`config.mk`:
```
export PLATFORM = sky130hd
export DESIGN_NAME = enemy_fire_scheduler_flat
export DESIGN_NICKNAME = d
export VERILOG_FILES = /design/src/rtl/game_pkg.sv /design/src/rtl/enemy_fire_scheduler_if.sv /design/src/rtl/lfsr8.sv /design/src/rtl/enemy_fire_scheduler.sv /design/src/flat_wrapper.sv
export SDC_FILE = /design/constraint.sdc
export NUM_CORES = 1
export LEC_CHECK = 0
export CAP_MARGIN = 5
export CORE_ASPECT_RATIO = 0.9
export CORE_MARGIN = 3
export CORE_UTILIZATION = 57
export CTS_CLUSTER_SIZE = 16
export DETAILED_ROUTE_END_ITERATION = 12
export DONT_BUFFER_PORTS = 1
export GPL_TIMING_DRIVEN = 0
export PLACE_DENSITY = 0.8
export SYNTH_ARGS = -nofsm -noshare
export SYNTH_HDL_FRONTEND = slang
export SYNTH_SLANG_ARGS = --single-unit
```
`constraint.sdc`:
```
create_clock -name CLOCK_50 -period 6 [get_ports CLOCK_50]
set_input_delay 0.9 -clock CLOCK_50 [delete_from_list [all_inputs] [get_ports CLOCK_50]]
set_output_delay 0.9 -clock CLOCK_50 [all_outputs]
set_load 0.01 [all_outputs]
```
`src/rtl/game_pkg.sv`:
```
// Shared game constants, scheduler state encoding and LFSR/speed-up constants
// used by the enemy fire scheduler and its LFSR.
package game_pkg;

  localparam int COORD_W   = 10;
  localparam int N_ENEMIES = 5;
  localparam int N_SLOTS   = 5;

  // Fibonacci taps for x^8 + x^6 + x^5 + x^4 + 1 (state bits 7,5,4,3)
  localparam logic [7:0] LFSR_TAPS = 8'hB8;

  localparam int SPEEDUP_STEP  = 4;
  localparam int SPEEDUP_FLOOR = 6;

  typedef enum logic [1:0] {
    IDLE   = 2'd0,
    SELECT = 2'd1,
    ALLOC  = 2'd2,
    ISSUE  = 2'd3
  } sched_state_t;

endpackage

```
`src/rtl/enemy_fire_scheduler_if.sv`:
```
// Spawn command handshake between the fire scheduler (master) and the
// enemy-projectile slot datapath (slave).
interface enemy_fire_scheduler_if #(
  parameter int COORD_W = game_pkg::COORD_W
);
  logic               spawn_valid;
  logic               spawn_ready;
  logic [2:0]         spawn_slot;
  logic [COORD_W-1:0] spawn_x;
  logic [COORD_W-1:0] spawn_y;

  modport master (
    output spawn_valid, spawn_slot, spawn_x, spawn_y,
    input  spawn_ready
  );

  modport slave (
    input  spawn_valid, spawn_slot, spawn_x, spawn_y,
    output spawn_ready
  );
endinterface

```
`src/rtl/lfsr8.sv`:
```
// 8-bit Fibonacci LFSR with load-on-reset seed and a step enable.
module lfsr8 #(
  parameter logic [7:0] SEED = 8'hA5
) (
  input  logic       clk,
  input  logic       rst,
  input  logic       en,
  output logic [7:0] state
);
  import game_pkg::*;

  logic fb;

  assign fb = ^(state & LFSR_TAPS);

  always_ff @(posedge clk) begin
    if (rst) begin
      state <= SEED;
    end else if (en) begin
      state <= {state[6:0], fb};
    end
  end
endmodule

```
`src/rtl/enemy_fire_scheduler.sv`:
```
// Picks a live invader to shoot and a free projectile slot, then issues one
// spawn command over a valid/ready handshake. Optional: ENEMY_FIRE_SPEEDUP_EN.
module enemy_fire_scheduler #(
  parameter int         N_ENEMIES       = 5,
  parameter int         N_SLOTS         = 5,
  parameter int         COORD_W         = 10,
  parameter int         COOLDOWN_FRAMES = 30,
  parameter int         X_OFFSET        = 8,
  parameter int         Y_OFFSET        = 16,
  parameter logic [7:0] LFSR_SEED       = 8'hA5
) (
  input  logic                         CLOCK_50,
  input  logic                         reset,
  input  logic                         pausa,
  input  logic                         frame_tick,
  input  logic [N_ENEMIES-1:0]         inimigo_vivo_array,
  input  logic [N_ENEMIES*COORD_W-1:0] inimigo_x,
  input  logic [N_ENEMIES*COORD_W-1:0] inimigo_y,
  input  logic [N_SLOTS-1:0]           slot_busy,
  enemy_fire_scheduler_if.master       spawn,
  output logic [7:0]                   shots_fired,
  output logic                         sched_busy
);
  import game_pkg::*;

  localparam int IDX_W  = (N_ENEMIES > 1) ? $clog2(N_ENEMIES) : 1;
  localparam int PRB_W  = $clog2(N_ENEMIES + 1);
  localparam int CD_MAX = (COOLDOWN_FRAMES > SPEEDUP_FLOOR) ? COOLDOWN_FRAMES : SPEEDUP_FLOOR;
  localparam int CD_W   = $clog2(CD_MAX + 1);

  sched_state_t       state;
  sched_state_t       state_next;
  logic [7:0]         lfsr;
  logic [CD_W-1:0]    cooldown;
  logic [CD_W-1:0]    reload;
  logic [IDX_W-1:0]   idx;
  logic [PRB_W-1:0]   probes;
  logic               handshake;
  logic               cand_alive;
  logic [COORD_W-1:0] cand_x;
  logic [COORD_W-1:0] cand_y;
  logic               slot_free;
  logic [2:0]         free_slot;

  function automatic logic [COORD_W-1:0] sat_add(input logic [COORD_W-1:0] a,
                                                 input int unsigned        off);
    logic [COORD_W:0] sum;
    sum = {1'b0, a} + (COORD_W+1)'(off);
    return sum[COORD_W] ? {COORD_W{1'b1}} : sum[COORD_W-1:0];
  endfunction

  function automatic logic [IDX_W-1:0] idx_inc(input logic [IDX_W-1:0] i);
    return (i == IDX_W'(N_ENEMIES - 1)) ? '0 : i + 1'b1;
  endfunction

  function automatic logic [IDX_W-1:0] start_idx(input logic [7:0] r);
    return IDX_W'(r % 8'(N_ENEMIES));
  endfunction

`ifdef ENEMY_FIRE_SPEEDUP_EN
  // Each dead invader shortens the next cooldown, down to a fixed floor.
  function automatic logic [CD_W-1:0] speedup_reload(input logic [N_ENEMIES-1:0] alive);
    int r;
    r = COOLDOWN_FRAMES - SPEEDUP_STEP * (N_ENEMIES - $countones(alive));
    if (r < SPEEDUP_FLOOR) r = SPEEDUP_FLOOR;
    return CD_W'(r);
  endfunction

  assign reload = speedup_reload(inimigo_vivo_array);
`else
  assign reload = CD_W'(COOLDOWN_FRAMES);
`endif

  lfsr8 #(.SEED(LFSR_SEED)) u_lfsr (
    .clk   (CLOCK_50),
    .rst   (reset),
    .en    (~pausa),
    .state (lfsr)
  );

  assign handshake         = spawn.spawn_valid & spawn.spawn_ready;
  assign spawn.spawn_valid = (state == ISSUE);
  assign sched_busy        = (state != IDLE);

  // Current candidate / latched shooter: idx holds the shooter once SELECT finds one.
  always_comb begin
    cand_alive = 1'b0;
    cand_x     = '0;
    cand_y     = '0;
    for (int i = 0; i < N_ENEMIES; i++) begin
      if (IDX_W'(i) == idx) begin
        cand_alive = inimigo_vivo_array[i];
        cand_x     = inimigo_x[i*COORD_W +: COORD_W];
        cand_y     = inimigo_y[i*COORD_W +: COORD_W];
      end
    end
  end

  always_comb begin
    slot_free = 1'b0;
    free_slot = '0;
    for (int s = N_SLOTS - 1; s >= 0; s--) begin
      if (!slot_busy[s]) begin
        slot_free = 1'b1;
        free_slot = 3'(s);
      end
    end
  end

  always_ff @(posedge CLOCK_50) begin
    if (reset) begin
      state <= IDLE;
    end else begin
      state <= state_next;
    end
  end

  always_comb begin
    state_next = state;
    case (state)
      IDLE: begin
        if (cooldown == '0 && !pausa) state_next = SELECT;
      end
      SELECT: begin
        if (cand_alive)                             state_next = ALLOC;
        else if (probes == PRB_W'(N_ENEMIES - 1))   state_next = IDLE;
      end
      ALLOC: begin
        if (!cand_alive)    state_next = SELECT;
        else if (slot_free) state_next = ISSUE;
      end
      ISSUE: begin
        if (handshake) state_next = IDLE;
      end
      default: state_next = IDLE;
    endcase
  end

  // A reload on the handshake takes priority over a coincident frame tick.
  always_ff @(posedge CLOCK_50) begin
    if (reset) begin
      cooldown <= CD_W'(COOLDOWN_FRAMES);
    end else if (handshake) begin
      cooldown <= reload;
    end else if (frame_tick && !pausa && cooldown != '0) begin
      cooldown <= cooldown - 1'b1;
    end
  end

  always_ff @(posedge CLOCK_50) begin
    if (reset) begin
      idx              <= '0;
      probes           <= '0;
      spawn.spawn_slot <= '0;
      spawn.spawn_x    <= '0;
      spawn.spawn_y    <= '0;
      shots_fired      <= '0;
    end else begin
      case (state)
        IDLE: begin
          if (state_next == SELECT) begin
            idx    <= start_idx(lfsr);
            probes <= '0;
          end
        end
        SELECT: begin
          if (cand_alive) begin
            spawn.spawn_x <= sat_add(cand_x, X_OFFSET);
            spawn.spawn_y <= sat_add(cand_y, Y_OFFSET);
          end else begin
            idx    <= idx_inc(idx);
            probes <= probes + 1'b1;
          end
        end
        ALLOC: begin
          if (!cand_alive) begin
            idx    <= idx_inc(idx);
            probes <= '0;
          end else if (slot_free) begin
            spawn.spawn_slot <= free_slot;
          end
        end
        ISSUE: begin
          if (handshake) shots_fired <= shots_fired + 8'd1;
        end
        default: ;
      endcase
    end
  end
endmodule
```
`src/flat_wrapper.sv`:
```
// flat-port wrapper written by rule: the top's interface ports become plain ports
module enemy_fire_scheduler_flat import game_pkg::*;
#(
  parameter int         N_ENEMIES       = 5,
  parameter int         N_SLOTS         = 5,
  parameter int         COORD_W         = 10,
  parameter int         COOLDOWN_FRAMES = 30,
  parameter int         X_OFFSET        = 8,
  parameter int         Y_OFFSET        = 16,
  parameter logic [7:0] LFSR_SEED       = 8'hA5
)
  (CLOCK_50, reset, pausa, frame_tick, inimigo_vivo_array, inimigo_x, inimigo_y, slot_busy, shots_fired, sched_busy, spawn_spawn_valid, spawn_spawn_slot, spawn_spawn_x, spawn_spawn_y, spawn_spawn_ready);
  enemy_fire_scheduler_if #(.COORD_W(COORD_W)) spawn_i ();
  input  logic CLOCK_50;
  input  logic reset;
  input  logic pausa;
  input  logic frame_tick;
  input  logic [N_ENEMIES-1:0] inimigo_vivo_array;
  input  logic [N_ENEMIES*COORD_W-1:0] inimigo_x;
  input  logic [N_ENEMIES*COORD_W-1:0] inimigo_y;
  input  logic [N_SLOTS-1:0] slot_busy;
  output logic [7:0] shots_fired;
  output logic sched_busy;
  output wire logic [$bits(spawn_i.spawn_valid)-1:0] spawn_spawn_valid;
  output wire logic [$bits(spawn_i.spawn_slot)-1:0] spawn_spawn_slot;
  output wire logic [$bits(spawn_i.spawn_x)-1:0] spawn_spawn_x;
  output wire logic [$bits(spawn_i.spawn_y)-1:0] spawn_spawn_y;
  input wire logic [$bits(spawn_i.spawn_ready)-1:0] spawn_spawn_ready;
  assign spawn_spawn_valid = spawn_i.spawn_valid;
  assign spawn_spawn_slot = spawn_i.spawn_slot;
  assign spawn_spawn_x = spawn_i.spawn_x;
  assign spawn_spawn_y = spawn_i.spawn_y;
  assign spawn_i.spawn_ready = spawn_spawn_ready;
  enemy_fire_scheduler #(.N_ENEMIES(N_ENEMIES), .N_SLOTS(N_SLOTS), .COORD_W(COORD_W), .COOLDOWN_FRAMES(COOLDOWN_FRAMES), .X_OFFSET(X_OFFSET), .Y_OFFSET(Y_OFFSET), .LFSR_SEED(LFSR_SEED)) u_core (.CLOCK_50(CLOCK_50), .reset(reset), .pausa(pausa), .frame_tick(frame_tick), .inimigo_vivo_array(inimigo_vivo_array), .inimigo_x(inimigo_x), .inimigo_y(inimigo_y), .slot_busy(slot_busy), .spawn(spawn_i), .shots_fired(shots_fired), .sched_busy(sched_busy));
endmodule
```
==> Word-level counts from Yosys, hierarchy flattened <==
Cells that the tools add are included.
{ "op_classes": {"n_addsub": 6, "n_div": 1, "n_eq_ne": 14, "mux": 42, "bitwise_logic": 1, "reduce_logical": 19} }
{ "ops": {"columns": ["op", "n"], "rows": [
  ["$mux W10", 12],
  ["$mux W3", 11],
  ["$mux W2", 6],
  ["$add A10 B4 Y11 const B", 1],
  ["$add A10 B5 Y11 const B", 1],
  ["$mux W1", 10],
  ["$pmux W3 S3", 1],
  ["$add A8 B1 Y8 const B", 1],
  ["$mod A8 B3 Y8 const B", 1],
  ["$pmux W2 S4", 1],
  ["$reduce_xor A8 Y1", 1],
  ["$add A3 B1 Y3 const B", 2],
  ["$eq A2 B3 Y1 const A", 2],
  ["$eq A3 B3 Y1 const B", 2],
  ["$ne A2 B2 Y1 const B", 3],
  ["$pmux W3 S2", 1],
  ["$reduce_and A3 Y1", 2],
  ["$logic_not A5 Y1", 1],
  ["$reduce_bool A5 Y1", 1],
  ["$sub A5 B1 Y5 const B", 1],
  ["$eq A2 B1 Y1 const B", 2],
  ["$eq A2 B2 Y1 const B", 2],
  ["$reduce_and A2 Y1", 2],
  ["$reduce_and A4 Y1", 1],
  ["11 further kinds", 15]
]} }
{ "word_totals": {"regBits": 52, "in_bits": 115, "out_inout_bits": 33, "elab_cells": 92} }

==> Depth between registers and ports, before layout <==
{ "depth": {"word_depth": 11, "ltp_mapped": 23, "ltp_nobuf": 22} }

==> By module <==
A second synthesis with hierarchy kept.
{ "unflattened": {"cells_unflattened": 523, "hier_area_um2": 4003.8} }
{ "modules_own_cells": {"columns": ["mod", "n_inst", "cells_per_inst", "area_each_um2", "seq_area_each_um2"], "rows": [
  ["enemy_fire_scheduler", 1, 494, 3701.0, 880.8],
  ["lfsr8", 1, 29, 302.8, 160.2]
]} }

==> Worst setup path before layout <==
No wires, ideal clock.
{ "synth_path": {"path_type": "reg2reg", "start": "register u_core.u_lfsr.state[4]", "end": "register u_core.idx[0]", "setup_time_ps": 91, "arrival_time_ps": 4798, "required_time_ps": 5909, "path_slack_ps": 1111, "stages_incl_launch_ff": 24, "path_buffers": 1, "synth_period_minus_slack_ps": 4889, "cell_sequence": "dfxtp_1 -> inv_1 -> ha_1 -> nor2b_2 -> and4_1 -> or3_1 -> buf_2 -> mux2i_4 -> a21oi_1 -> a21oi_1 -> ha_1 -> a21o_1 -> nor2_1 -> o21ai_0 -> a211oi_1 -> o221a_2 -> and3_2 -> xnor2_1 -> inv_1 -> ha_1 -> nand2b_1 -> and3_4 -> or4_1 -> a311oi_1"} }
{ "synth_via": {"elab_chain_cells": 3} }
{ "synth_lines": {"columns": ["item", "line", "rtl"], "rows": [
  ["from (decl)", "lfsr8.sv:8", "output logic [7:0] state"],
  ["from (signal assigned)", "lfsr8.sv:20", "state <= {state[6:0], fb};"],
  ["$mod A8 B3 Y8", "enemy_fire_scheduler.sv:57", "return IDX_W'(r % 8'(N_ENEMIES));"],
  ["$mux W3", "enemy_fire_scheduler.sv:161", "if (state_next == SELECT) begin"],
  ["$pmux W3 S2", "enemy_fire_scheduler.sv:159", "case (state)"],
  ["to (signal assigned)", "enemy_fire_scheduler.sv:162", "idx <= start_idx(lfsr);"],
  ["to (signal assigned)", "enemy_fire_scheduler.sv:171", "idx <= idx_inc(idx);"],
  ["to (signal assigned)", "enemy_fire_scheduler.sv:177", "idx <= idx_inc(idx);"],
  ["to (decl)", "enemy_fire_scheduler.sv:36", "logic [IDX_W-1:0] idx;"]
]} }
No other way between the ends. The select of a mux whose other input is x is not followed.
A chain may end at the register's enable or synchronous reset.

==> Worst setup path after layout <==
Ends and elaborated chain as after synthesis.

==> flow_summary.json <==
{
  "status": "finished, final reports clean",
  "cts_buffer_depth": 2,
  "path_class": "register to register",
  "post_route_cells_drive_above_1_share_pct": 6.67,
  "pwr-share-clk_pct": 14.0,
  "synthMuxAreaShare_pct": 2.86,
  "antenna_found_initial": 0,
  "min_period_ns": 5.60,
  "cp_max_fo": 8,
  "tns_ns": 0,
  "cts_tree": "built",
  "synth_ff_type": "dfxtp_1",
  "p_int_uw": 984,
  "routed_wl_mm": 12.1,
  "cp-start-kind": "register",
  "grt.overflow.total": 0,
  "via_per_inst": 6.52,
  "ios": 148,
  "cp_num_cells": 23,
  "comb_power_share_pct": 61.3,
  "grt_pass1_wl_mm": 19.3,
  "hpwl_mm": 9.75,
  "hold_end": "u_core.probes[0]$_SDFFE_PP0P_",
  "grt.total_usage_pct": 27.0,
  "post_drt_wl_per_cell_um": 17.8,
  "worstReg2RegStart": "u_core.u_lfsr.state[4]$_SDFFE_PP0N_",
  "synth_top_family_by_area": "compound AO/OA/AOI/OAI gates",
  "n_antenna_cell": 0,
  "reg2reg_to": "u_core.idx[0]$_SDFFE_PP0P_",
  "initial_core_util_pct": 60.0,
  "postSynthCellCount": 577,
  "slowest_delay_ns": 0.47,
  "syn_area_per_cell_um2": 7.51,
  "worstMarginPinSlew_ns": 0.809,
  "cp.required_ns": 6.22,
  "drt_iter0_drc": 351,
  "synth_compound_gate_area_share_pct": 32.2,
  "cts.clk_slew.worst_paths_ns": 0.09,
  "synth.net_count": 714,
  "place_congestion": 0.913,
  "r2r_slack_ns": 0.40,
  "rsz0062_at_grt": "no",
  "syn_to_final_growth_pct": 5.72,
  "rows": 29,
  "finalNetCount": 721,
  "syn_area_mm2": 0.00433,
  "place_worst_setup_slack_ns": 0.518,
  "die_w_um": 97.9,
  "power_frac_seq_pct": 24.7,
  "cts_buffers": 5,
  "timing.fmax_mhz": 179,
  "cap_violations": 0,
  "die_h_um": 88.7,
  "switchingPower_uw": 886,
  "swShare_pct": 47.4,
  "holdCritStartpoint": "u_core.probes[0]$_SDFFE_PP0P_",
  "worstPathArrival_ns": 5.82,
  "vias": 4423,
  "grt_max_degree": 16,
  "cp_top_family": "compound AO/OA/AOI/OAI gates",
  "final_util_pct": 63.5,
  "cts_setup_buffers": 0,
  "synth_warnings": 0,
  "die-area_mm2": 0.00869,
  "worstHoldPathCells": 2,
  "p_per_area_mw_per_mm2": 408,
  "cts_max_level": 2,
  "grt_pass1_vias": 3868,
  "path_buf_inv": 3,
  "crit_chain": "inv_1, ha_1, nor2_1, a22oi_1, or3_1, buf_2, mux2i_4, a21oi_1, a21oi_1, ha_1, a21o_1, nor2_1, o21ai_0, a211oi_1, o221a_2, and3_2, xnor2_1, inv_1, ha_1, nand2b_1, and3_4, or4_1, a311oi_1",
  "synth_edf_count": 0,
  "final_antenna_net_count": 0,
  "ys_seq_area_share_pct": 24.0,
  "slew-limit-headroom_pct": 45.4,
  "worst_slack_ns": 0.402,
  "p_leak_uw": 0.00177,
  "hold_viol_final": 0,
  "synthSimpleGateAreaFrac_pct": 24.7,
  "hold_class": "register to register",
  "fin_crit_sh_pct": 93.3,
  "ys_types": 74,
  "drcViolationCount": 0,
  "io_buffers": 0,
  "endpoint_kind": "register",
  "reg2reg_depth": 23,
  "drt_first_pass_iters": 5,
  "slew_viol_final": 0,
  "clock_latency_ns": 0.31,
  "critPathMostFrequentCell": "ha_1",
  "peakVddDrop_v": 0.000234,
  "cts_root_buffer": "clkbuf_8",
  "setup_violations": 0,
  "crit_slowest_cell": "dfxtp_1",
  "core_area_mm2": 0.00722,
  "fill_cells": 644,
  "async_reset_ff_share_pct": 0,
  "synthAdderAreaFrac_pct": 6.35,
  "clock_sinks": 52,
  "synth-xor-area-share_pct": 3.84,
  "ys_ff_latch": 52,
  "finalClockSkew_ns": 0.00769
}
## cell usage after synthesis (3+ instances only)
cell | n | share of area [%]
buf_2 | 4 | 0.46
a31oi_1 | 6 | 0.87
nand2_1 | 52 | 4.5
nand2b_1 | 7 | 1.0
nor3b_1 | 4 | 0.69
or3_1 | 4 | 0.58
and4_1 | 3 | 0.61
o211ai_1 | 6 | 1.0
inv_1 | 26 | 2.3
buf_1 | 3 | 0.26
a21o_1 | 7 | 1.2
a41oi_1 | 4 | 0.81
mux2i_1 | 9 | 2.1
nand3b_1 | 5 | 0.87
a211oi_1 | 39 | 6.8
clkbuf_1 | 24 | 2.1
xnor2_1 | 8 | 1.6
o21ai_0 | 35 | 4.0
nor2b_1 | 10 | 1.4
xor2_1 | 11 | 2.2
nand4_1 | 6 | 0.87
o221a_2 | 3 | 0.78
nor2_1 | 79 | 6.8
dfxtp_1 | 52 | 24
nor3_1 | 9 | 1.0
nand3_1 | 11 | 1.3
and3_1 | 7 | 1.0
a21oi_1 | 43 | 5.0
ha_1 | 22 | 6.4
a22oi_1 | 21 | 3.6
## state kept, by name, summed over array words and instances, names as in the netlist
name and cells:
u_core.probes 3, u_core.shots_fired 8, u_core.spawn.spawn_slot 3, u_core.spawn.spawn_x 10
u_core.state 2, u_core.cooldown 5, u_core.idx 3, u_core.spawn.spawn_y 10
u_core.u_lfsr.state 8
## through the flow
stage,power [µW],instance area (µm²),instances,hold slack [ns]
floorplan,1330,4330,577,0.449
global placement,1540,4450,670,0.459
detailed placement,1580,4450,670,0.470
CTS,1840,4580,678,0.483
global route,2010,4580,678,0.517
finish,1870,4580,678,0.483
## per-layer routing
layer  part of all wire (%)  wire [µm]  GRT usage, %  vias to the layer above
met5                      0          0             0                        -
li1                       -          -             -                     2118
met2                     44       5340          43.3                      226
met1                     46       5530          38.0                     2053
met3                    7.5        910          3.07                       26
met4                    2.5        297          8.93                        0
## kinds of logic (layout without fill, tap and decap cells)
family	count (synthesis)	count (layout)
multiplexers	11	11
AND/OR/NAND/NOR	215	215
flip-flops	52	52
buffers and inverters	62	70
XOR/XNOR	19	19
AO/OA/AOI/OAI	196	196
adder cells (fa/ha/maj)	22	22
## placed cells by master (no fill, tap or decap), types with 5 or more instances in the layout
cell,count
xor2_1,11
a22oi_1,21
nand3_1,10
o21ai_0,35
dfxtp_1,52
a21oi_1,43
clkbuf_1,24
inv_1,26
xnor2_1,8
a31oi_1,6
nand4_1,6
o211ai_1,6
ha_1,22
clkbuf_8,7
mux2i_1,9
and3_1,7
nand2_1,52
nand2b_1,7
nor2b_1,10
a211oi_1,39
nor2_1,79
nand3b_1,5
nor3_1,9
a21o_1,7
## worst register-to-register path: cells and delay by family (launching register included)
kind                     cells  cell delay, ns
AO/OA/AOI/OAI                8            1.82
XOR/XNOR                     1            0.12
adder cells (fa/ha/maj)      3            0.76
buffers and inverters        3            0.40
flip-flops                   1            0.47
multiplexers                 1            0.22
AND/OR/NAND/NOR              7            1.73
## worst max-delay path by stage
stage                                        startpoint                          to  slack [ns]
floorplan           u_core.u_lfsr.state[4]$_SDFFE_PP0N_  u_core.idx[0]$_SDFFE_PP0P_        1.11
global placement    u_core.u_lfsr.state[4]$_SDFFE_PP0N_  u_core.idx[0]$_SDFFE_PP0P_        0.59
detailed placement  u_core.u_lfsr.state[4]$_SDFFE_PP0N_  u_core.idx[0]$_SDFFE_PP0P_        0.52
CTS                 u_core.u_lfsr.state[4]$_SDFFE_PP0N_  u_core.idx[0]$_SDFFE_PP0P_        0.50
global route        u_core.u_lfsr.state[4]$_SDFFE_PP0N_  u_core.idx[0]$_SDFFE_PP0P_       0.005
finish              u_core.u_lfsr.state[4]$_SDFFE_PP0N_  u_core.idx[0]$_SDFFE_PP0P_        0.40
## cell type report
| class | instances | area [µm²] | share of cell area, % |
|---|---|---|---|
| Buffer | 35 | 159 | 3.47 |
| Clock buffer | 7 | 96.3 | 2.10 |
| Clock inverter | 1 | 30.0 | 0.655 |
| Inverter | 27 | 101 | 2.21 |
| Multi-Input combinational cell | 463 | 3040 | 66.3 |
| Sequential cell | 52 | 1040 | 22.7 |
| Tap cell | 93 | 116 | 2.54 |
## what timing repair did
item | CTS | global route
endpoints found under the setup margin | 0 | 1
resized for setup | 0 | 1
hold buffers | 0 | 0
## power by group through the flow
stage / clock (µW) / combinational, µW / sequential [µW]
finish: 262 / 1150 / 461
CTS: 261 / 1120 / 461
floorplan: 0 / 875 / 455
detailed placement: 0 / 1110 / 470
global placement: 0 / 1070 / 467
global route: 277 / 1270 / 469
Note: power is estimated with default switching activity, not from simulation.
